--- config.mk ---
export PLATFORM = sky130hd
export DESIGN_NAME = ddr_rd_capture_x8
export DESIGN_NICKNAME = d
export VERILOG_FILES = /design/src/rtl/ddr_pkg.sv /design/src/rtl/my_iddrx8.sv /design/src/rtl/ddr_rd_capture_x8.sv
export SDC_FILE = /design/constraint.sdc
export NUM_CORES = 1
export LEC_CHECK = 0
export ABC_AREA = 1
export CORE_MARGIN = 2
export CORE_UTILIZATION = 35
export DETAILED_ROUTE_END_ITERATION = 12
export GPL_TIMING_DRIVEN = 0
export PLACE_DENSITY_LB_ADDON = 0.08
export SLEW_MARGIN = 10
export SYNTH_ARGS = -nofsm -noshare
export SYNTH_HDL_FRONTEND = slang
export SYNTH_SLANG_ARGS = --single-unit
--- constraint.sdc ---
create_clock -name clk -period 2.39 [get_ports clk]
set_clock_uncertainty 0.2 [all_clocks]
set_input_delay 0.3585 -clock clk [delete_from_list [all_inputs] [get_ports clk]]
set_output_delay 0.3585 -clock clk [all_outputs]
set_load 0.05 [all_outputs]
--- src/rtl/ddr_pkg.sv ---
// Shared definitions for the DDR read/write datapath: default geometry,
// the read-capture FSM encoding and an index-width helper.
package ddr_pkg;

  localparam int DDR_DW        = 8;  // data bits per beat
  localparam int DDR_BURST_LEN = 8;  // beats per burst (even, >= 2)
  localparam int DDR_CLW       = 4;  // width of the CAS latency field

  typedef enum logic [1:0] {
    IDLE = 2'd0,
    WAIT = 2'd1,
    CAPT = 2'd2,
    DONE = 2'd3
  } rd_state_e;

  // Width of a counter that must index n entries; never narrower than 1 bit.
  function automatic int idx_w(input int n);
    return (n > 1) ? $clog2(n) : 1;
  endfunction

endpackage

--- src/rtl/my_iddrx8.sv ---
// DDR -> SDR input register. The beat present during the clk-high phase (d0)
// is caught on the falling edge, then re-timed together with the clk-low beat
// (d1) on the rising edge, so a pair driven in cycle k is visible on q0/q1
// for the whole of cycle k+1.
module my_iddrx8 #(
  parameter int DW = ddr_pkg::DDR_DW
) (
  input  logic          clk,
  input  logic          rst,
  input  logic [DW-1:0] io,
  output logic [DW-1:0] q0,
  output logic [DW-1:0] q1
);

  logic [DW-1:0] n_q;

  // Falling-edge capture of the high-phase beat.
  // NOTE: sequential state is always written with <= so every flop samples
  // pre-edge values regardless of block ordering.
  always_ff @(negedge clk) begin
    if (rst) n_q <= '0;
    else     n_q <= io;
  end

  // Rising-edge re-timing: pair the held d0 with the low-phase d1.
  always_ff @(posedge clk) begin
    if (rst) begin
      q0 <= '0;
      q1 <= '0;
    end else begin
      q0 <= n_q;
      q1 <= io;
    end
  end

endmodule

--- src/rtl/ddr_rd_capture_x8.sv ---
// Read-burst capture: waits a programmable CAS latency after rd_cmd, gathers
// BURST_LEN/2 SDR beat pairs from the input register into a burst, then
// presents the whole burst with a single rd_valid pulse.
module ddr_rd_capture_x8
  import ddr_pkg::*;
#(
  parameter int DW        = DDR_DW,
  parameter int BURST_LEN = DDR_BURST_LEN,
  parameter int CLW       = DDR_CLW
) (
  input  logic                    clk,
  input  logic                    rst,
  input  logic [DW-1:0]           io,
  input  logic                    rd_cmd,
  input  logic [CLW-1:0]          cas_lat,
  output logic [DW*BURST_LEN-1:0] rd_data,
  output logic                    rd_valid,
  output logic                    busy,
  output logic                    err_overlap
);

  localparam int PAIRS = BURST_LEN / 2;
  localparam int PW    = idx_w(PAIRS);
  localparam int BW    = DW * BURST_LEN;
  localparam logic [PW-1:0] LAST_PAIR = PW'(PAIRS - 1);

  rd_state_e      state;
  logic [CLW-1:0] lat_cnt;
  logic [PW-1:0]  beat_cnt;
  logic [BW-1:0]  asm_q;
  logic [BW-1:0]  asm_next;
  logic [CLW-1:0] lat_load;
  logic [DW-1:0]  q0;
  logic [DW-1:0]  q1;

  my_iddrx8 #(.DW(DW)) u_iddr (
    .clk (clk),
    .rst (rst),
    .io  (io),
    .q0  (q0),
    .q1  (q1)
  );

  // Latency preload (cas_lat of 0 behaves as 1) and in-place pair insertion.
  // NOTE: every always_comb output gets a full default first so no path can
  // leave it unassigned and infer a latch.
  always_comb begin
    lat_load = (cas_lat == '0) ? '0 : cas_lat - CLW'(1);
    asm_next = asm_q;
    asm_next[int'(beat_cnt) * 2 * DW +: 2 * DW] = {q1, q0};
  end

  // Burst FSM with latency/pair counters, assembly register and flags.
  // NOTE: the burst assembly register is reset along with the control state so
  // an aborted burst can never leak partial beats into a later rd_data.
  always_ff @(posedge clk) begin
    if (rst) begin
      state       <= IDLE;
      lat_cnt     <= '0;
      beat_cnt    <= '0;
      asm_q       <= '0;
      rd_data     <= '0;
      rd_valid    <= 1'b0;
      busy        <= 1'b0;
      err_overlap <= 1'b0;
    end else begin
      rd_valid    <= 1'b0;
      err_overlap <= rd_cmd && (state != IDLE);
      case (state)
        IDLE: begin
          if (rd_cmd) begin
            lat_cnt <= lat_load;
            state   <= WAIT;
            busy    <= 1'b1;
          end
        end
        WAIT: begin
          if (lat_cnt == '0) begin
            beat_cnt <= '0;
            state    <= CAPT;
          end else begin
            lat_cnt <= lat_cnt - CLW'(1);
          end
        end
        CAPT: begin
          asm_q <= asm_next;
          if (beat_cnt == LAST_PAIR) begin
            rd_data  <= asm_next;
            rd_valid <= 1'b1;
            state    <= DONE;
          end else begin
            beat_cnt <= beat_cnt + PW'(1);
          end
        end
        DONE: begin
          state <= IDLE;
          busy  <= 1'b0;
        end
        default: begin
          state <= IDLE;
          busy  <= 1'b0;
        end
      endcase
    end
  end

endmodule

==> results_dict.tcl, run 1 <==
set metrics [dict create \
    drtAntennaViolNets 0 \
    post_cts_buffers 0 \
    rsz0062_at_grt "no" \
    critical-path-slowest-cell "dfxtp_1" \
    path_buf_inv 5 \
    crit_top_cell "inv_1" \
    synth_enable_flop_cells 0 \
    crit_required_ns 2.56 \
    cp-end-kind "flip-flop" \
    grtUsageTotal 0.193 \
    die-area_sq_um 21400 \
    drcViolationCount 0 \
    ys_seq_elements 163 \
    yosysWarnings 0 \
    cts_tree "yes" \
    fp.dieH_um 146 \
    hp-class "input port to flip-flop" \
    p_leak_nw 4.36 \
    area_growth_syn_to_layout_pct 25.9 \
    worstMarginPinSlew_ns 0.662 \
    fin_area_sq_um 8930 \
    synth_top_cell_area_share 0.460 \
    path_cells "buf_6, inv_2, ha_1, inv_1, clkbuf_4, nand3_1, o22ai_1, o21ai_0, inv_1" \
    crit_fanout 10 \
    maxCapViolations 0 \
    grt_max_degree 17 \
    finalSetupViolations 0 \
    ys.flop_type "dfxtp_1" \
    vias 6237 \
    synth_top_area_cell "dfxtp_1" \
    max_slew_margin 0.559 \
    critPathKind "flip-flop to flip-flop" \
    finalMaxSlewViolations 0 \
    slowest_delay_ns 0.39 \
    finalNetCount 1109 \
    first_iter_violations 339 \
    status "finished, final reports clean" \
    fp.dieW_um 146 \
    wirelength_um 19900 \
    crit_arrival_ns 2.44 \
    wire_per_inst_um 14.6 \
    synth_area_sq_um 7090 \
    dp.cells 1327 \
    hpwl_um 14200 \
    port_buffers 80 \
    h-tree-depth 4 \
    cts-root-buf "clkbuf_16" \
    antenna_cells 0 \
    worst-path-stages 9 \
    dpl-instance-area_sq_um 8240 \
    hold_depth 3 \
    fillCellCount 2177 \
    synth_cell_types 32 \
    power.density_nw_per_um2 1010 \
    avgSynthCellArea_sq_um 7.26 \
    via_per_inst 4.57 \
    clk_latency_ns 0.45 \
    cts.sinks 163 \
    yosysSeqAreaShare 0.460 \
    fp.coreArea_sq_um 20000 \
    antenna_found_initial 0 \
    cts_buffer_depth 2 \
    crit_family "buffers and inverters" \
    grt_pass1_vias 5877 \
    final_util 0.446 \
    timing.final.crit_share 0.950 \
    fin_tns_setup_ns 0 \
    netlist_instances 977 \
    worstSetupStartpointType "flip-flop" \
    ir_worst_vdd_mv 0.526 \
    rows 52 \
    first_pass_iters 5 \
    max_freq_mhz 441 \
    path_clk_slew_ns 0.06 \
    period_minus_slack_ns 2.27 \
    ys_top_cells_by_area "dfxtp_1 46%, inv_1 13%, nor2_1 8.4%, o22ai_1 5.4%, o21ai_0 5.4%" \
    r2r_cells 9 \
    cts_buffers 17 \
    grt_pass1_wl_um 32100 \
    syn_nets 1003 \
    grt-ovfl-total 0 \
    gp_congestion 0.857 \
    async_flop_share 0 \
    report.final.hold_viol_count 0 \
    postCtsHoldBufs 0 \
    instances_no_fill 1366 \
    layout-drive-gt1-share 0.0766 \
    start_util 0.354 \
    io_pins 82 \
]
## repair_timing
| item | in CTS | in global routing |
|---|---|---|
| endpoints found under the setup margin | 0 | 7 |
| resized for setup | 0 | 5 |
| endpoints found under the hold margin | 0 | 0 |
## per-layer routing
| layer | part of all wire | vias up | GRT usage |
|---|---|---|---|
| met3 | 0.038 | 24 | 0.0447 |
| met5 | 0 | - | 0 |
| li1 | - | 3245 | - |
| met1 | 0.49 | 2854 | 0.256 |
| met4 | 0.017 | 0 | 0.0534 |
| met2 | 0.46 | 114 | 0.315 |
## stage by stage
stage | hold WS (ns) | worst slack (ns) | total power, mW
after CTS | 0.245 | 0.119 | 9.05
after global placement | 0.299 | -0.309 | 6.13
after global routing | 0.263 | 0.0347 | 9.61
after floorplan | 0.272 | 0.00872 | 5.45
after detailed placement | 0.304 | -0.310 | 6.15
final | 0.255 | 0.120 | 9.02
## cell usage after synthesis, types with 2 or more instances
cell	count
a21oi_1	73
buf_1	10
buf_2	15
buf_4	3
buf_6	10
clkbuf_1	21
clkbuf_2	2
dfxtp_1	163
ha_1	11
inv_1	237
inv_2	3
inv_4	2
nand2_1	39
nand3_1	17
nand3_2	2
nand4_4	2
nor2_1	159
o21ai_0	76
o21ai_1	56
o22ai_1	61
o22ai_2	4
## layout make-up
type	instances	area [sq um]	share of cell area
Buffer	62	369	0.0413
Sequential cell	163	3260	0.365
Clock buffer	24	579	0.0649
Tap cell	270	338	0.0378
Clock inverter	16	87.6	0.00981
Timing Repair Buffer	80	801	0.0897
Multi-Input combinational cell	510	2580	0.289
Inverter	241	910	0.102
## registers in the layout, summed over array words and instances (netlist names)
| signal | cells |
|---|---|
| asm_q | 64 |
| rd_data | 64 |
| u_iddr.n_q | 8 |
| u_iddr.q0 | 8 |
| u_iddr.q1 | 8 |
| lat_cnt | 4 |
| beat_cnt | 2 |
| state | 2 |
| busy | 1 |
| err_overlap | 1 |
| rd_valid | 1 |
## tightest hold or removal path, cell delays in order
cell	delay, ns
clkdlybuf4s50_1	0.39
inv_1	0.05
nor2_1	0.04
## cells by family (layout without fill, tap and decap cells)
family                     count (synthesis)  in the layout  synth area share
buffers and inverters                    304            423             0.179
adders and majority gates                 11             11            0.0194
AOI/OAI and AO/OA                        274            274             0.210
DFF                                      163            163             0.460
and+or+nand+nor                          224            224             0.130
xor gates and xnor gates                   1              1           0.00124
## where the power goes
group / switching (mW) / internal, mW / leakage [nW]
registers: 0.188 / 3.22 / 1.33
logic: 1.76 / 0.934 / 2.68
clock network: 1.18 / 1.72 / 0.350
total: 3.13 / 5.88 / 4.36
## path summary, 6_finish.rpt
path	startpoint	to	slack (ns)
setup / recovery	beat_cnt[0]	asm_q[25]	0.12
setup reg to reg	beat_cnt[0]	asm_q[25]	0.12
hold reg to reg	lat_cnt[3]	lat_cnt[3]	0.31
hold / removal	io[7]	u_iddr.q1[7]	0.26
## placed cells by master, fill, tap and decap left out, types with 3 or more instances in the layout
| cell | count |
|---|---|
| nand2_1 | 39 |
| nor2_1 | 159 |
| inv_2 | 3 |
| clkbuf_16 | 23 |
| o21ai_0 | 76 |
| dfxtp_1 | 163 |
| nand3_1 | 17 |
| clkbuf_1 | 20 |
| clkbuf_4 | 3 |
| o21ai_1 | 56 |
| buf_4 | 4 |
| o22ai_1 | 58 |
| buf_6 | 10 |
| inv_4 | 3 |
| a21oi_1 | 73 |
| clkdlybuf4s50_1 | 80 |
| o22ai_2 | 7 |
| clkinv_4 | 4 |
| inv_1 | 244 |
| buf_1 | 10 |
| buf_2 | 13 |
| ha_1 | 10 |
No activity file was read; power rests on OpenSTA's default activity.
==> run 2: changes to the inputs <==
--- a/config.mk
+++ b/config.mk
@@ -10,6 +10,7 @@
 export CORE_UTILIZATION = 35
 export DETAILED_ROUTE_END_ITERATION = 12
 export GPL_TIMING_DRIVEN = 0
+export HOLD_SLACK_MARGIN = 0.06
 export PLACE_DENSITY_LB_ADDON = 0.08
 export SLEW_MARGIN = 10
 export SYNTH_ARGS = -nofsm -noshare
==> results of run 2 <==
No change in the layout: final DEF, timing and power equal those of run 1.
==> run 3: changes to the inputs <==
--- a/config.mk
+++ b/config.mk
@@ -6,8 +6,10 @@
 export NUM_CORES = 1
 export LEC_CHECK = 0
 export ABC_AREA = 1
+export CELL_PAD_IN_SITES_DETAIL_PLACEMENT = 1
+export CELL_PAD_IN_SITES_GLOBAL_PLACEMENT = 2
 export CORE_MARGIN = 2
-export CORE_UTILIZATION = 35
+export CORE_UTILIZATION = 32
 export DETAILED_ROUTE_END_ITERATION = 12
 export GPL_TIMING_DRIVEN = 0
 export HOLD_SLACK_MARGIN = 0.06
==> constraint.sdc (replaced) <==
create_clock -name clk -period 2.39 [get_ports clk]
set_clock_uncertainty 0.2 [all_clocks]
set_input_delay 0.3585 -clock clk [delete_from_list [all_inputs] [get_ports clk]]
set_output_delay 0.3585 -clock clk [all_outputs]
set_load 0.1 [all_outputs]
==> results_dict.tcl, run 3 (synthesis gave the netlist of run 1 again) <==
set metrics [dict create \
    cts_tree "yes" \
    drtAntennaViolNets 0 \
    hpwl_um 16000 \
    fp.dieH_um 153 \
    fp.dieW_um 153 \
    cp-end-kind "flip-flop" \
    timing.final.crit_share 0.966 \
    worstSetupStartpointType "flip-flop" \
    cts_buffer_depth 2 \
    critPathKind "flip-flop to flip-flop" \
    crit_fanout 10 \
    clk_latency_ns 0.45 \
    top_usage_layer "met2" \
    max_freq_mhz 433 \
    antenna_found_initial 0 \
    grtUsageTotal 0.195 \
    total_power_mw 9.30 \
    fp.coreArea_sq_um 21800 \
    finalMaxSlewViolations 0 \
    met2_usage 0.323 \
    instances_no_fill 1376 \
    fin_area_sq_um 8890 \
    whs_ns 0.256 \
    r2r_start "beat_cnt[0]" \
    hp-class "input port to flip-flop" \
    start_util 0.325 \
    status "finished, final reports clean" \
    report.final.hold_viol_count 0 \
    first_pass_iters 4 \
    cts.sinks 163 \
    maxCapViolations 0 \
    r2r_slack_ns 0.08 \
    postCtsHoldBufs 0 \
    period_minus_slack_ns 2.31 \
    grt_max_degree 17 \
    grt_pass1_wl_um 35600 \
    first_iter_violations 292 \
    gp_congestion 0.794 \
    rsz0062_at_grt "yes" \
    drcViolationCount 0 \
    area_growth_syn_to_layout_pct 25.3 \
    layout_common_cells "243 x inv_1, 163 x dfxtp_1, 159 x nor2_1" \
    wirelength_um 22000 \
    dp.cells 1337 \
    cts-root-buf "clkbuf_16" \
    grt_pass1_vias 6366 \
    port_buffers 80 \
    critPathLaunch "beat_cnt[0]" \
    p_leak_nw 4.70 \
    cts_buffers 17 \
    final_util 0.407 \
    antenna_cells 0 \
    mostFrequentLayoutCell "inv_1" \
    dpl-instance-area_sq_um 8250 \
    power.density_nw_per_um2 1050 \
    finalNetCount 1109 \
    rows 54 \
    path_clk_slew_ns 0.06 \
    ir_worst_vdd_mv 0.531 \
    finalSetupViolations 0 \
    max_slew_margin 0.358 \
    largestRegisters "asm_q (64), rd_data (64)" \
    io_pins 82 \
    layout-drive-gt1-share 0.0821 \
    grt-ovfl-total 0 \
    die-area_sq_um 23400 \
    h-tree-depth 4 \
    vias 6421 \
    worstMarginPinSlew_ns 0.967 \
    crit_arrival_ns 2.48 \
    crit_required_ns 2.57 \
    min_from "io[4]" \
    use_met1 0.260 \
    grt.met3_usage 0.0286 \
    wire_per_inst_um 16.0 \
    via_per_inst 4.67 \
]
-- run 3: layout make-up --
type / count / area, sq um
Buffer: 62 / 369
Clock buffer: 22 / 518
Clock inverter: 18 / 148
Fill cell: 2763 / 12900
Inverter: 241 / 910
Multi-Input combinational cell: 510 / 2620
Sequential cell: 163 / 3260
Tap cell: 280 / 350
Timing Repair Buffer: 80 / 717
-- run 3: path summary, 6_finish.rpt --
kind | endpoint | cells past startpoint
setup / recovery | asm_q[7] | 9
setup reg to reg | asm_q[7] | 9
hold reg to reg | lat_cnt[3] | 2
hold / removal | u_iddr.q1[4] | 3
-- run 3: metrics by stage --
step	worst slack, ns	TNS [ns]
final	0.0820	0
after global routing	-0.0463	-0.0489
after CTS	0.0579	0
after detailed placement	-0.299	-2.08
after global placement	-0.293	-2.09
after floorplan	0.00872	0
-- run 3: timing repair --
action / CTS / global route
cloned: 0 / 0
buffers inserted: 0 / 0
setup endpoints to repair: 67 / 19
pin swaps: 0 / 0
endpoints found under the hold margin: 0 / 0
resized for setup: 67 / 11
-- run 3: power breakdown --
part           switching, mW  internal, mW  total, mW  leakage, nW
logic                   1.98         0.926       2.90         3.01
clock network           1.20          1.78       2.98        0.357
registers              0.191          3.22       3.42         1.33
total                   3.37          5.93       9.30         4.70
-- run 3: per-layer routing --
layer | vias up | share of wire
met5 | - | 0
met4 | 0 | 0.021
met3 | 21 | 0.027
met2 | 86 | 0.47
met1 | 3067 | 0.48
li1 | 3247 | -
-- run 3: worst max-delay path, stage by stage, from the launching register on --
cell     delay, ns
dfxtp_1       0.41
buf_6         0.16
inv_2         0.10
ha_1          0.40
inv_2         0.12
nand4_4       0.17
buf_4         0.24
o22ai_1       0.26
o21ai_0       0.13
inv_1         0.06
